[src/rtl/tone_audio_out.sv]
// Square-wave tone synthesiser feeding a 4-wire I2S-style audio DAC link.
// The frequency word is in Hz, and the same mono sample goes out on both stereo channels.
module tone_audio_out #(
  parameter int unsigned CLK_FREQ    = 100_000_000,
  parameter int unsigned SILENCE_MIN = 20000,
  parameter logic [15:0] AMP_STEP    = 16'h0800
) (
  input  logic        clk,
  input  logic        rst_n,
  input  logic [31:0] tone,
  input  logic [2:0]  volume,
  output logic        audio_mclk,
  output logic        audio_lrck,
  output logic        audio_sck,
  output logic        audio_sdin
);

  logic [8:0]  clk_cnt_reg;
  logic [31:0] tone_reg;
  logic [2:0]  vol_reg;
  logic [31:0] acc_reg, acc_next, acc_sum;
  logic        sq_reg, sq_next;
  logic [15:0] sample_reg, sample_next, amp;
  logic        sdin_reg, sdin_next;
  logic        silent;
  logic [4:0]  slot_next;
  logic [31:0] slot_bits;

  assign audio_mclk = clk_cnt_reg[1];
  assign audio_sck  = clk_cnt_reg[2];
  assign audio_lrck = clk_cnt_reg[8];
  assign audio_sdin = sdin_reg;

  assign silent  = (tone_reg == 32'd0) || (tone_reg >= SILENCE_MIN);
  // Twice the tone per clk, because a full period is made of two toggles.
  assign acc_sum = acc_reg + {tone_reg[30:0], 1'b0};
  assign amp     = AMP_STEP * {13'd0, vol_reg};

  always_comb begin
    acc_next = acc_reg;
    sq_next  = sq_reg;
    if (silent) begin
      acc_next = 32'd0;
      sq_next  = 1'b0;
    end else if (acc_sum >= CLK_FREQ) begin
      acc_next = acc_sum - CLK_FREQ;
      sq_next  = ~sq_reg;
    end else begin
      acc_next = acc_sum;
    end
  end

  always_comb begin
    sample_next = 16'd0;
    if (!silent && vol_reg != 3'd0)
      sample_next = sq_reg ? amp : (16'd0 - amp);
  end

  // Per-slot bit of one channel half: I2S delay slot, 16 data bits MSB first, then padding.
  genvar gi;
  generate
    for (gi = 0; gi < 32; gi++) begin : g_slot
      if (gi >= 1 && gi <= 16) begin : g_data
        assign slot_bits[gi] = sample_reg[16-gi];
      end else begin : g_pad
        assign slot_bits[gi] = 1'b0;
      end
    end
  endgenerate

  assign slot_next = clk_cnt_reg[7:3] + 5'd1;
  assign sdin_next = slot_bits[slot_next];

  always_ff @(posedge clk or negedge rst_n) begin
    if (!rst_n) begin
      clk_cnt_reg <= 9'd0;
      tone_reg    <= 32'd0;
      vol_reg     <= 3'd0;
      acc_reg     <= 32'd0;
      sq_reg      <= 1'b0;
      sample_reg  <= 16'd0;
      sdin_reg    <= 1'b0;
    end else begin
      clk_cnt_reg <= clk_cnt_reg + 9'd1;
      tone_reg    <= tone;
      vol_reg     <= volume;
      acc_reg     <= acc_next;
      sq_reg      <= sq_next;
      if (clk_cnt_reg == 9'd511)
        sample_reg <= sample_next;
      if (clk_cnt_reg[2:0] == 3'b111)
        sdin_reg <= sdin_next;
    end
  end

endmodule

[config.mk]
export PLATFORM = sky130hd
export DESIGN_NAME = tone_audio_out
export DESIGN_NICKNAME = d
export VERILOG_FILES = /design/src/rtl/tone_audio_out.sv
export SDC_FILE = /design/constraint.sdc
export NUM_CORES = 1
export LEC_CHECK = 0
export BUFFER_PORTS_ARGS = -buffer_cell sky130_fd_sc_hd__clkbuf_2
export CAP_MARGIN = 20
export CORE_ASPECT_RATIO = 1.75
export CORE_MARGIN = 3
export CORE_UTILIZATION = 40
export CTS_BUF_LIST = sky130_fd_sc_hd__clkbuf_4 sky130_fd_sc_hd__clkbuf_8
export CTS_CLUSTER_SIZE = 30
export DETAILED_ROUTE_END_ITERATION = 16
export PLACE_DENSITY_LB_ADDON = 0.05
export SLEW_MARGIN = 5
export SYNTH_ARGS = -nofsm -noshare
export SYNTH_HDL_FRONTEND = slang
export SYNTH_SLANG_ARGS = --single-unit
[constraint.sdc]
create_clock -name clk -period 4.05 [get_ports clk]
set_clock_uncertainty 0.2 [all_clocks]
set_input_delay 0.2025 -clock clk [delete_from_list [all_inputs] [get_ports clk]]
set_output_delay 0.2025 -clock clk [all_outputs]
set_load 0.01 [all_outputs]
==> Yosys cells after proc, flatten, opt, wreduce, memory -nomap -nowiden <==
Index checks and enable logic that the tools add are counted.
{ "classes": {"bitwise_logic": 1, "n_lt_le_gt_ge": 3, "addsub": 5, "n_reduce_logical": 6, "eq_ne": 2, "muxes": 8} }
{ "ops": {"columns": ["op", "n"], "rows": [
  ["32-bit two-way mux", 2],
  ["32-bit adder", 1],
  ["32-bit by 15-bit >= comparator with 1-bit output (second input constant)", 1],
  ["32-bit by 27-bit >= comparator with 1-bit output (second input constant)", 1],
  ["32-bit logical NOT", 1],
  ["16-bit two-way mux", 2],
  ["32-bit by 27-bit subtractor with 32-bit output (second input constant)", 1],
  ["1-bit by 14-bit subtractor with 15-bit output (first input constant)", 1],
  ["9-bit by 1-bit adder with 9-bit output (second input constant)", 1],
  ["9-bit == test (second input constant)", 1],
  ["5-bit by 6-bit < comparator with 1-bit output (second input constant)", 1],
  ["5-bit by 1-bit adder with 5-bit output (second input constant)", 1],
  ["1-bit binary-select mux with 5-bit select", 1],
  ["3-bit == test (second input constant)", 1],
  ["1-bit two-way mux", 3],
  ["3-bit nonzero test", 1],
  ["2-bit nonzero test", 1],
  ["1-bit logical AND", 1],
  ["1-bit logical NOT", 1],
  ["1-bit logical OR", 1],
  ["1-bit NOT", 1]
]} }
{ "word_totals": {"output_inout_bits": 4, "reg_bits": 94, "elab_cells": 32, "input_bits": 37} }

==> Depth between registers and ports, before layout <==
Gate-level depths: netlist of the first run.
{ "depth": {"ltp_word": 5, "depth_mapped": 17, "ltp_nobuf": 16} }

==> Worst setup path after synthesis of the first run <==
No wires, ideal clock.
{ "synth_timing": {"path_type": "register -> register", "from": "reg tone_reg[0]", "to": "reg acc_reg[30]", "period_less_slack_ns": 4.108, "path_slack_ns": -0.058, "stages_incl_launch_ff": 16, "arrival_time_ns": 3.830, "t_required_ns": 3.772, "setup_time_ns": 0.078, "path_buffers": 0, "path_cell_list": "dfrtp_1 > ha_1 > fa_1 > a211oi_1 > o21a_1 > o21ai_0 > xnor2_1 > ha_1 > nor4b_1 > nand3_1 > o41ai_1 > nand3_1 > a21boi_4 > nor2_2 > or4_1 > a21oi_1"} }
{ "synth_via": {"elab_chain_len": 4, "word_cells_on_any_way": 8, "classes_between": "add/sub (2); order compare (2); mux (2); reduce/logical (2)"} }
{ "synth_lines": {"columns": ["element", "line_no", "text"], "rows": [
  ["start: declaration", "19", "logic [31:0] tone_reg;"],
  ["start signal: assignment", "85", "tone_reg <= tone;"],
  ["32-bit adder", "36", "assign acc_sum = acc_reg + {tone_reg[30:0], 1'b0};"],
  ["32-bit by 27-bit subtractor with 32-bit output / 32-bit by 27-bit >= comparator with 1-bit output (equally long branches)", "46, 45", null],
  ["32-bit two-way mux", "45", "end else if (acc_sum >= CLK_FREQ) begin"],
  ["32-bit two-way mux *", "42", "if (silent) begin"],
  ["net acc_next[30]", "21", "logic [31:0] acc_reg, acc_next, acc_sum;"],
  ["end signal: assignment", "87", "acc_reg <= acc_next;"],
  ["end: declaration", "21", null]
]} }
The timed path passes the listed nets; every way through them passes the cells marked *.
A chain may end at the register's enable or synchronous reset.

==> Worst setup path after layout of the first run <==
{ "layout_timing": {"from": "reg tone_reg[15]", "to": "reg acc_reg[28]"} }
Same word-level chain as after synthesis.

==> results.md, run 1 <==
- Min Clock Period, post-route: 4070 ps
- Fin nets: 762
- Unrepaired setup endpoints after global routing: true
- Post-route ant nets: 0
- Die height: 156 µm
- Post-synth EDFFs: 0
- Crit path launch: tone_reg[15]
- Outcome: complete, but fails checks
- H-tree Lvls: 3
- Total Wirelength: 14,400 µm
- Mux contribution to synthesized area: 1.61%
- Combinational Power Share: 15.2%
- P_int: 0.00119 W
- Initial antenna violation count: 0
- Post-synth top flop: dfrtp_1
- Dpl ws: -246 ps
- Die Wd: 91.5 µm
- Placement Rows: 54
- Fin crit share: 100%
- RR Startpoint: tone_reg[15]
- Sequential share of power: 50.2%
- Net Sw Frac: 29.2%
- Simple-Gate Fraction of Synth Area: 17.9%
- Worst-path clk slew: 90 ps
- Synth area leader: dfrtp_1
- Switch Pwr: 0.000489 W
- Crit end category: flop
- Lkg Pwr: 3.16 nW
- Largest family of logic cells by synthesized area: compound AO/OA/AOI/OAI gates
- Adder-Cell Fraction of Synth Area: 9.68%
- Post-layout util: 54.9%
- CTS max path bufs: 2
- Max-cap violations: 0
- Setup TNS: -31.1 ps
- Synth Instances: 544
- Crit Path Class: reg -> reg
- Post-Syn Area: 5120 µm²
- I/O pin cnt: 41
- Warnings, synthesis: 0
- I/O Buffers: 40
- Setup ws final: -18.7 ps
- Total vias in the final route: 4,614
- Cell variety after synth: 63
- Least-Margin Pin Slew: 860 ps
- GRT Util Overall: 20.7%
- Synth Area in Compound Gates: 19.6%
- Vias per cell: 5.37
- RePlAce Congestion: 0.901
- Worst EP arrival: 4110 ps
- Power share of the clock group: 34.6%
- CP max FO: 5
- Area Overhead vs Synth: 34.1%
- Pwr dens: 244 nW/µm²
- First-pass DRT Iterations: 4
- Core area: 12,500 µm²
- Synth async-reset ratio: 100%
- Fraction of layout cells with a size suffix above 1: 26.3%
- #FFs+latches synth: 81
- Final Max Slew Viols: 0
- Synth Net Count: 620
- DRC: 0
- Area share of the largest cell type after synthesis: 39.6%
- Relative slew slack: 42.2%
- Global-route wire length before repair: 23,100 µm
- Failing checks: setup timing
- CTS tree: built
- Starting Density: 41.0%
- CP Launch Type: flop
- Clk root buf: clkbuf_8
- Clock buffers created by TritonCTS: 9
- Largest register FFs: 32
- GR Overflow Total: 0
- Fin. Hold Viols: 0
- Final setup violation count: 2
- Worst EP required: 4090 ps
- Die ar.: 14,200 µm²
- Hold Crit Class: in -> async
- Worst hold slack: 126 ps
- Vias in the first global route: 4,842
- Initial DRC count: 167
- Wire length per cell: 16.8 µm
- Largest net degree at the start of global routing: 82
- Synth Area in XOR/XNOR: 8.56%
- Main area contributors after synthesis: dfrtp_1, ha_1, xor2_1
- CTS sink count: 81
- Mean Syn Cell Area: 9.41 µm²
- Antenna cells: 0
- VDD IR max: 0.167 mV
- Detailed placement HPWL: 10,900 µm
- Sequential fraction of the synthesis area: 39.6%
- Fmax: 246 MHz
- Worst-Skew Late Latency: 370 ps
==> what timing repair did <==
| action | in CTS | in global routing |
|---|---|---|
| hold endpoints to repair | 116 | 0 |
| pin swaps | 2 | 33 |
| cloned | 0 | 1 |
| hold buffers | 36 | 0 |
| resized for setup | 8 | 48 |
| setup endpoints to repair | 24 | 25 |
| setup buffers | 2 | 4 |
==> metrics by stage <==
stage / total power (W) / instance area, µm² / instances
floorplan: 0.000966 / 5120 / 544
global placement: 0.00106 / 5950 / 800
detailed placement: 0.00106 / 5950 / 800
CTS: 0.00168 / 6560 / 854
global route: 0.00175 / 6860 / 859
finish: 0.00167 / 6860 / 859
==> kinds of logic (layout without fill, tap and decap cells) <==
| group | count (synthesis) | count (layout) |
|---|---|---|
| AOI/OAI and AO/OA | 151 | 151 |
| xor gates and xnor gates | 50 | 50 |
| adders and majority gates | 39 | 39 |
| buffers and inverters | 37 | 184 |
| DFF | 81 | 81 |
| muxes | 8 | 8 |
| and+or+nand+nor | 178 | 178 |
==> layout by cell type, fill, tap and decap left out, types with 5 or more instances in the layout <==
master / count
o21ai_1: 7
nor4_1: 8
o21a_1: 5
clkbuf_8: 9
mux2i_1: 6
a21o_1: 10
xnor2_1: 19
o21ai_0: 23
ha_1: 33
nand2_1: 37
nand4_1: 14
o211ai_1: 8
xor2_1: 26
a211oi_1: 7
nand3_1: 11
buf_4: 67
dfrtp_1: 81
and2_1: 5
nor3_1: 9
a21oi_1: 38
inv_1: 20
clkbuf_2: 39
dlygate4sd3_1: 36
nor2_1: 51
nor2b_1: 8
o21ai_2: 8
==> power groups by stage <==
stage / sequential [W] / clock (W) / combinational [W]
6_report: 0.000840 / 0.000580 / 0.000254
5_1_grt: 0.000843 / 0.000629 / 0.000279
4_1_cts: 0.000840 / 0.000603 / 0.000238
3_5_place_dp: 0.000856 / 0 / 0.000206
3_3_place_gp: 0.000856 / 0 / 0.000203
2_1_floorplan: 0.000851 / 0 / 0.000115
==> cells in the mapped netlist, types with 2 or more instances <==
cell and number:
or3_1 3, nand3_1 13, a31oi_1 2, a21o_1 10, nor2_1 52, and2_1 5, o21bai_1 4, o22ai_1 3
o21ai_0 31, o41ai_1 2, buf_2 3, ha_1 38, nand2b_1 2, xnor2_1 22, nand4_1 14, inv_1 20
nor2b_1 9, or2_2 3, o211a_1 4, o211ai_1 8, a21oi_1 40, clkbuf_1 11, o21ai_2 2, nand2_1 37
xor2_1 28, dfrtp_1 81, o31ai_1 3, and3_1 4, mux2_2 2, and4_1 4, nor4b_1 3, mux2i_1 6
nor3_1 9, buf_6 2, o22ai_2 2, a211o_1 4, o21a_1 5, o21ai_1 7, nor4_1 10, or4_1 5
a211oi_1 9
==> layout make-up <==
| cell class | count | area [µm²] |
|---|---|---|
| fillers | 1168 | 5640 |
| clock buffers | 9 | 124 |
| flip-flops and latches | 81 | 2030 |
| well taps | 168 | 210 |
| multi-input cells | 426 | 3200 |
| inverters | 20 | 75.1 |
| repair buffers | 148 | 1170 |
| clock inverters | 7 | 60.1 |
==> per-layer routing <==
metal	track usage [%]	part of all wire, %	up-vias
met5	0	0	-
met4	12.8	5.2	0
met3	2.65	1.8	43
met2	39.7	56	76
met1	20.6	37	2227
li1	-	-	2268
==> final timing paths <==
| path | slack (ps) | to | depth (start not counted) |
|---|---|---|---|
| hold / removal | 130 | tone_reg[16] | 2 |
| min in group clk | 240 | clk_cnt_reg[0] | 1 |
| max in group asynchronous | 2920 | sample_reg[11] | 3 |
| setup / recovery | -20 | acc_reg[28] | 13 |
| setup reg to reg | -20 | acc_reg[28] | 13 |
| hold reg to reg | 240 | clk_cnt_reg[0] | 1 |
==> worst max-delay path: stages, from the launching register on <==
cell and delay, ps:
dfrtp_1 430, ha_1 350, nand2_1 90, o211a_1 230
or3_1 370, a21o_1 210, o31a_1 340, nor4b_1 160
or3_4 370, or4_4 620, buf_8 170, o211ai_1 200
xor2_1 170, nor2_1 50
Note: power is estimated with default switching activity, not from simulation.
==> run 2: changes to the inputs <==
CTS_BUF_LIST = unset   (was sky130_fd_sc_hd__clkbuf_4 sky130_fd_sc_hd__clkbuf_8)
==> run 2 against run 1 <==
Highest routed layer unchanged. The run now ends clean. Setup slack gained 74 ps. Combinational power shrank 2%. Critical path depth unchanged.
==> results.md, run 2 (synthesis results as in run 1) <==
- Worst-Skew Late Latency: 350 ps
- Starting Density: 41.0%
- Commonest non-fill, non-tap cells in the layout: dfrtp_1, buf_4, nor2_1
- Area Overhead vs Synth: 34.9%
- Fraction of layout cells with a size suffix above 1: 25.7%
- GR Overflow Total: 0
- Final Max Slew Viols: 0
- Final cell count without fillers: 858
- I/O pin cnt: 41
- Vias per cell: 5.39
- Most common cell after layout, fill and taps aside: dfrtp_1
- I/O Buffers: 40
- DRC: 0
- Die height: 156 µm
- CP max FO: 10
- Crit path top cell by count: o211ai_1
- Die Wd: 91.5 µm
- Wire length per cell: 16.7 µm
- Crit path max-delay cell type: or4_4
- WP buf/inv: 1
- Dpl ws: -246 ps
- Least-Margin Pin Slew: 863 ps
- Vias in the first global route: 4,825
- Crit-path leading delay family: compound AO/OA/AOI/OAI gates
- Hold Crit Class: in -> async
- Antenna cells: 0
- Worst EP arrival: 4010 ps
- CTS max path bufs: 2
- Cells along the critical path: ha_1 > nand2_1 > o21bai_1 > a2111o_1 > o221a_2 > o211ai_1 > o311ai_1 > a211o_1 > or4_4 > buf_12 > o211ai_1 > xor2_1 > nor2_1
- Crit end category: flop
- Worst path max stage delay: 610 ps
- Pwr dens: 273 nW/µm²
- Placed cells: 800
- Lkg Pwr: 3.19 nW
- Total Wirelength: 14,300 µm
- Placement Rows: 54
- Final setup violation count: 0
- CTS tree: built
- Clk root buf: clkbuf_16
- RePlAce Congestion: 0.901
- VDD IR max: 0.197 mV
- Clock buffers created by TritonCTS: 9
- Max-cap violations: 0
- Global-route wire length before repair: 23,400 µm
- CTS sink count: 81
- Largest register FFs: 32
- First-pass DRT Iterations: 4
- Fin. Hold Viols: 0
- Outcome: finished clean
- Worst hold slack: 159 ps
- Initial antenna violation count: 0
- Fin nets: 761
- Worst EP required: 4060 ps
- Fill count: 1,167
- Initial DRC count: 160
- Total vias in the final route: 4,621
- Fmax: 250 MHz
- Worst-path clk slew: 70 ps
- Unrepaired setup endpoints after global routing: true
- Crit Path Class: reg -> reg
- Post-route ant nets: 0
- CP Launch Type: flop
- Die ar.: 14,200 µm²
- Min Clock Period, post-route: 3990 ps
- Overall Power: 0.00189 W
- GRT Util Overall: 21.0%
- H-tree Lvls: 3
- Core area: 12,500 µm²
- Setup ws final: 55.5 ps
- Fin crit share: 98.6%
- Relative slew slack: 41.9%
- Detailed placement HPWL: 10,900 µm
- Largest net degree at the start of global routing: 82
[run 2: cell count changes in the layout (fill, tap and decap cells not counted), sizes merged]
| cell | before | now |
|---|---|---|
| clkbuf | 49 | 48 |
[run 2: report_power, final]
| part | leakage (nW) | switching [W] | internal [W] |
|---|---|---|---|
| Combinational | 2.01 | 0.000127 | 0.000122 |
| Sequential | 1.04 | 0.0000142 | 0.000827 |
| Clock | 0.136 | 0.000370 | 0.000427 |
| Total | 3.19 | 0.000511 | 0.00138 |
[run 2: through the flow]
| stage | TNS, ps | util (%) | cell area, µm² |
|---|---|---|---|
| 5_1_grt | -2130 | 55.2 | 6910 |
| 6_report | 0 | 55.2 | 6910 |
| 4_1_cts | -13.8 | 53.2 | 6650 |
| 3_5_place_dp | -1690 | 47.6 | 5950 |
| 3_3_place_gp | -2240 | 47.6 | 5950 |
| 2_1_floorplan | 0 | - | 5120 |
[run 2: worst reg2reg max path, cell delays in order, from the launching register on]
cell and delay [ps]:
dfrtp_1 380, ha_1 390, nand2_1 90, o21bai_1 220, a2111o_1 430, o221a_2 320, o211ai_1 180, o311ai_1 160
a211o_1 310, or4_4 610, buf_12 180, o211ai_1 180, xor2_1 160, nor2_1 60
[run 2: area by class of cell]
type                    count  area, µm²  area share [%]
clock inverters             7       60.1           0.870
inverters                  20       75.1            1.09
multi-input cells         426       3160            45.8
well taps                 168        210            3.04
clock buffers               9        225            3.26
repair buffers            147       1140            16.6
flip-flops and latches     81       2030            29.4
[run 2: final timing paths]
kind	end	start	slack (ps)	cells past startpoint
worst min register to register	clk_cnt_reg[0]	clk_cnt_reg[0]	240	1
worst max-delay path	acc_reg[12]	tone_reg[12]	60	13
max in group asynchronous	acc_reg[12]	rst_n	2890	3
worst min-delay path	tone_reg[16]	rst_n	160	2
min in group clk	clk_cnt_reg[0]	clk_cnt_reg[0]	240	1
worst max register to register	acc_reg[12]	tone_reg[12]	60	13
[run 2: metal layers]
layer	up-vias	track usage, %	wire [µm]	part of all wire [%]
met4	0	12.6	682	4.8
met1	2234	21.1	5300	37
met2	79	39.9	8050	56
li1	2270	-	-	-
met3	38	3.04	284	2.0
met5	-	0	0	0
[run 2: repair_timing]
action                                  in CTS  in global routing
endpoints found under the hold margin      116                  0
cloned                                       0                  1
endpoints found under the setup margin      23                 25
setup buffers                                2                  2
gates resized for setup                      7                 44
hold buffers                                36                  0
pin swaps                                    2                 20
==> run 3: changes to the inputs <==
REMOVE_ABC_BUFFERS = 1   (was unset)
==> run 3 against run 2 <==
Clock power grew 15%. Die area is the same. Critical path type unchanged. Sequential cell count unchanged. Final area rose by 3.6%. Final cell count grew 1.3%. Sequential share of layout area is 0.99 points lower.
==> results.md, run 3 (synthesis results as in run 1) <==
- Die height: 156 µm
- DRC: 0
- I/O pin cnt: 41
- CP max FO: 4
- GR Overflow Total: 0
- Worst-path clk slew: 70 ps
- Fmax: 249 MHz
- CTS tree: built
- Crit path launch: tone_reg[0]
- Most common cell after layout, fill and taps aside: dfrtp_1
- Overall Power: 0.00202 W
- Total Wirelength: 15,300 µm
- Clock buffers created by TritonCTS: 9
- Fin crit share: 99.2%
- Largest net degree at the start of global routing: 82
- Lkg Pwr: 3.28 nW
- Vias in the first global route: 4,820
- RePlAce Congestion: 0.887
- Worst EP required: 4120 ps
- Worst-Skew Late Latency: 330 ps
- First-pass DRT Iterations: 5
- Antenna cells: 0
- Starting Density: 41.0%
- Detailed placement HPWL: 11,500 µm
- Die ar.: 14,200 µm²
- Final setup violation count: 0
- Area Overhead vs Synth: 39.7%
- Final Max Slew Viols: 0
- Fraction of layout cells with a size suffix above 1: 28.7%
- FF/Latch Area: 2030 µm²
- Fin area: 7150 µm²
- RR Startpoint: tone_reg[0]
- GRT Util Overall: 21.6%
- Commonest non-fill, non-tap cells in the layout: dfrtp_1, buf_4, nor2_1
- R2r worst-path depth: 15
- Placed cell areas: 5990 µm²
- Post-route ant nets: 0
- Initial antenna violation count: 0
- Clk root buf: clkbuf_16
- Fill count: 1,116
- Pwr dens: 282 nW/µm²
- CTS max path bufs: 2
- Die Wd: 91.5 µm
- Vias per cell: 5.45
- Core area: 12,500 µm²
- Setup TNS: 0 ps
- Min Clock Period, post-route: 4020 ps
- VDD IR max: 0.251 mV
- CP Launch Type: flop
- CTS sink count: 81
- Fin. Hold Viols: 0
- Placement Rows: 54
- Relative slew slack: 54.1%
- H-tree Lvls: 3
- Initial DRC count: 200
- Multi-input logic area: 3280 µm²
- Unrepaired setup endpoints after global routing: true
- Setup ws final: 30.4 ps
- Crit Path Class: reg -> reg
- Total vias in the final route: 4,739
- Worst EP arrival: 4090 ps
- Outcome: finished clean
- Hold Crit Class: in -> async
- Largest register FFs: 32
- Max-cap violations: 0
- R2R Setup Slk: 30 ps
- Crit end category: flop
- Worst hold slack: 76.5 ps
- Crit Reg-Reg Endpoint: acc_reg[30]
- Wire length per cell: 17.6 µm
- Global-route wire length before repair: 24,200 µm
- Least-Margin Pin Slew: 684 ps
- I/O Buffers: 40
- Dpl ws: -167 ps
- Fin nets: 772
==> run 3: stage by stage <==
| step | util, % | cells |
|---|---|---|
| 3_3_place_gp | 47.9 | 805 |
| 3_5_place_dp | 47.9 | 805 |
| 5_1_grt | 57.2 | 869 |
| 4_1_cts | 54.2 | 859 |
| 2_1_floorplan | - | 527 |
| 6_report | 57.2 | 869 |
==> run 3: how the worst max path moves through the flow <==
stage                              to  slack (ps)  cells after the start
after global placement    acc_reg[14]        -110                     12
after detailed placement  acc_reg[14]        -170                     12
after global routing      acc_reg[29]        -130                     15
after floorplan           acc_reg[30]        -260                     15
final                     acc_reg[30]          30                     15
after CTS                 acc_reg[23]        -0.7                     18
==> run 3: power breakdown <==
| group | switching, W | internal, W | leakage [nW] | total (W) |
|---|---|---|---|---|
| registers | 0.0000144 | 0.000827 | 1.04 | 0.000841 |
| logic | 0.000137 | 0.000128 | 2.09 | 0.000265 |
| clock network | 0.000361 | 0.000552 | 0.160 | 0.000913 |
| total | 0.000512 | 0.00151 | 3.28 | 0.00202 |
==> run 3: layout make-up <==
type	count	share of cell area, %
clock buffer	9	3.15
clock inverter	7	1.54
inverter	20	1.05
multi-input combinational	429	45.8
sequential	81	28.4
tap	168	2.94
timing repair buffer	155	17.1
==> run 3: timing repair <==
item / in CTS / in global routing
hold buffers: 36 / 0
endpoints found under the setup margin: 18 / 25
pin swaps: 5 / 35
gates resized for setup: 12 / 58
setup buffers: 1 / 7
endpoints found under the hold margin: 116 / 0
cloned: 1 / 3
==> run 3: layer usage <==
| metal | track usage [%] | vias up | wire length (µm) |
|---|---|---|---|
| li1 | - | 2291 | - |
| met1 | 22.0 | 2331 | 5540 |
| met2 | 42.6 | 82 | 8840 |
| met3 | 3.14 | 35 | 319 |
| met4 | 8.99 | 0 | 616 |
| met5 | 0 | - | 0 |
==> run 3: critical path, stage by stage, from the launching register on <==
cell and delay [ps]:
dfrtp_1 410, ha_4 180, fa_2 370, a211oi_2 260, o21a_1 190, o21ai_2 90
xnor2_2 180, ha_2 190, nor4b_4 210, nand3_2 130, o41ai_4 400, nand3_2 180
a21boi_4 300, nor2_4 70, or4_4 480, a21oi_2 140
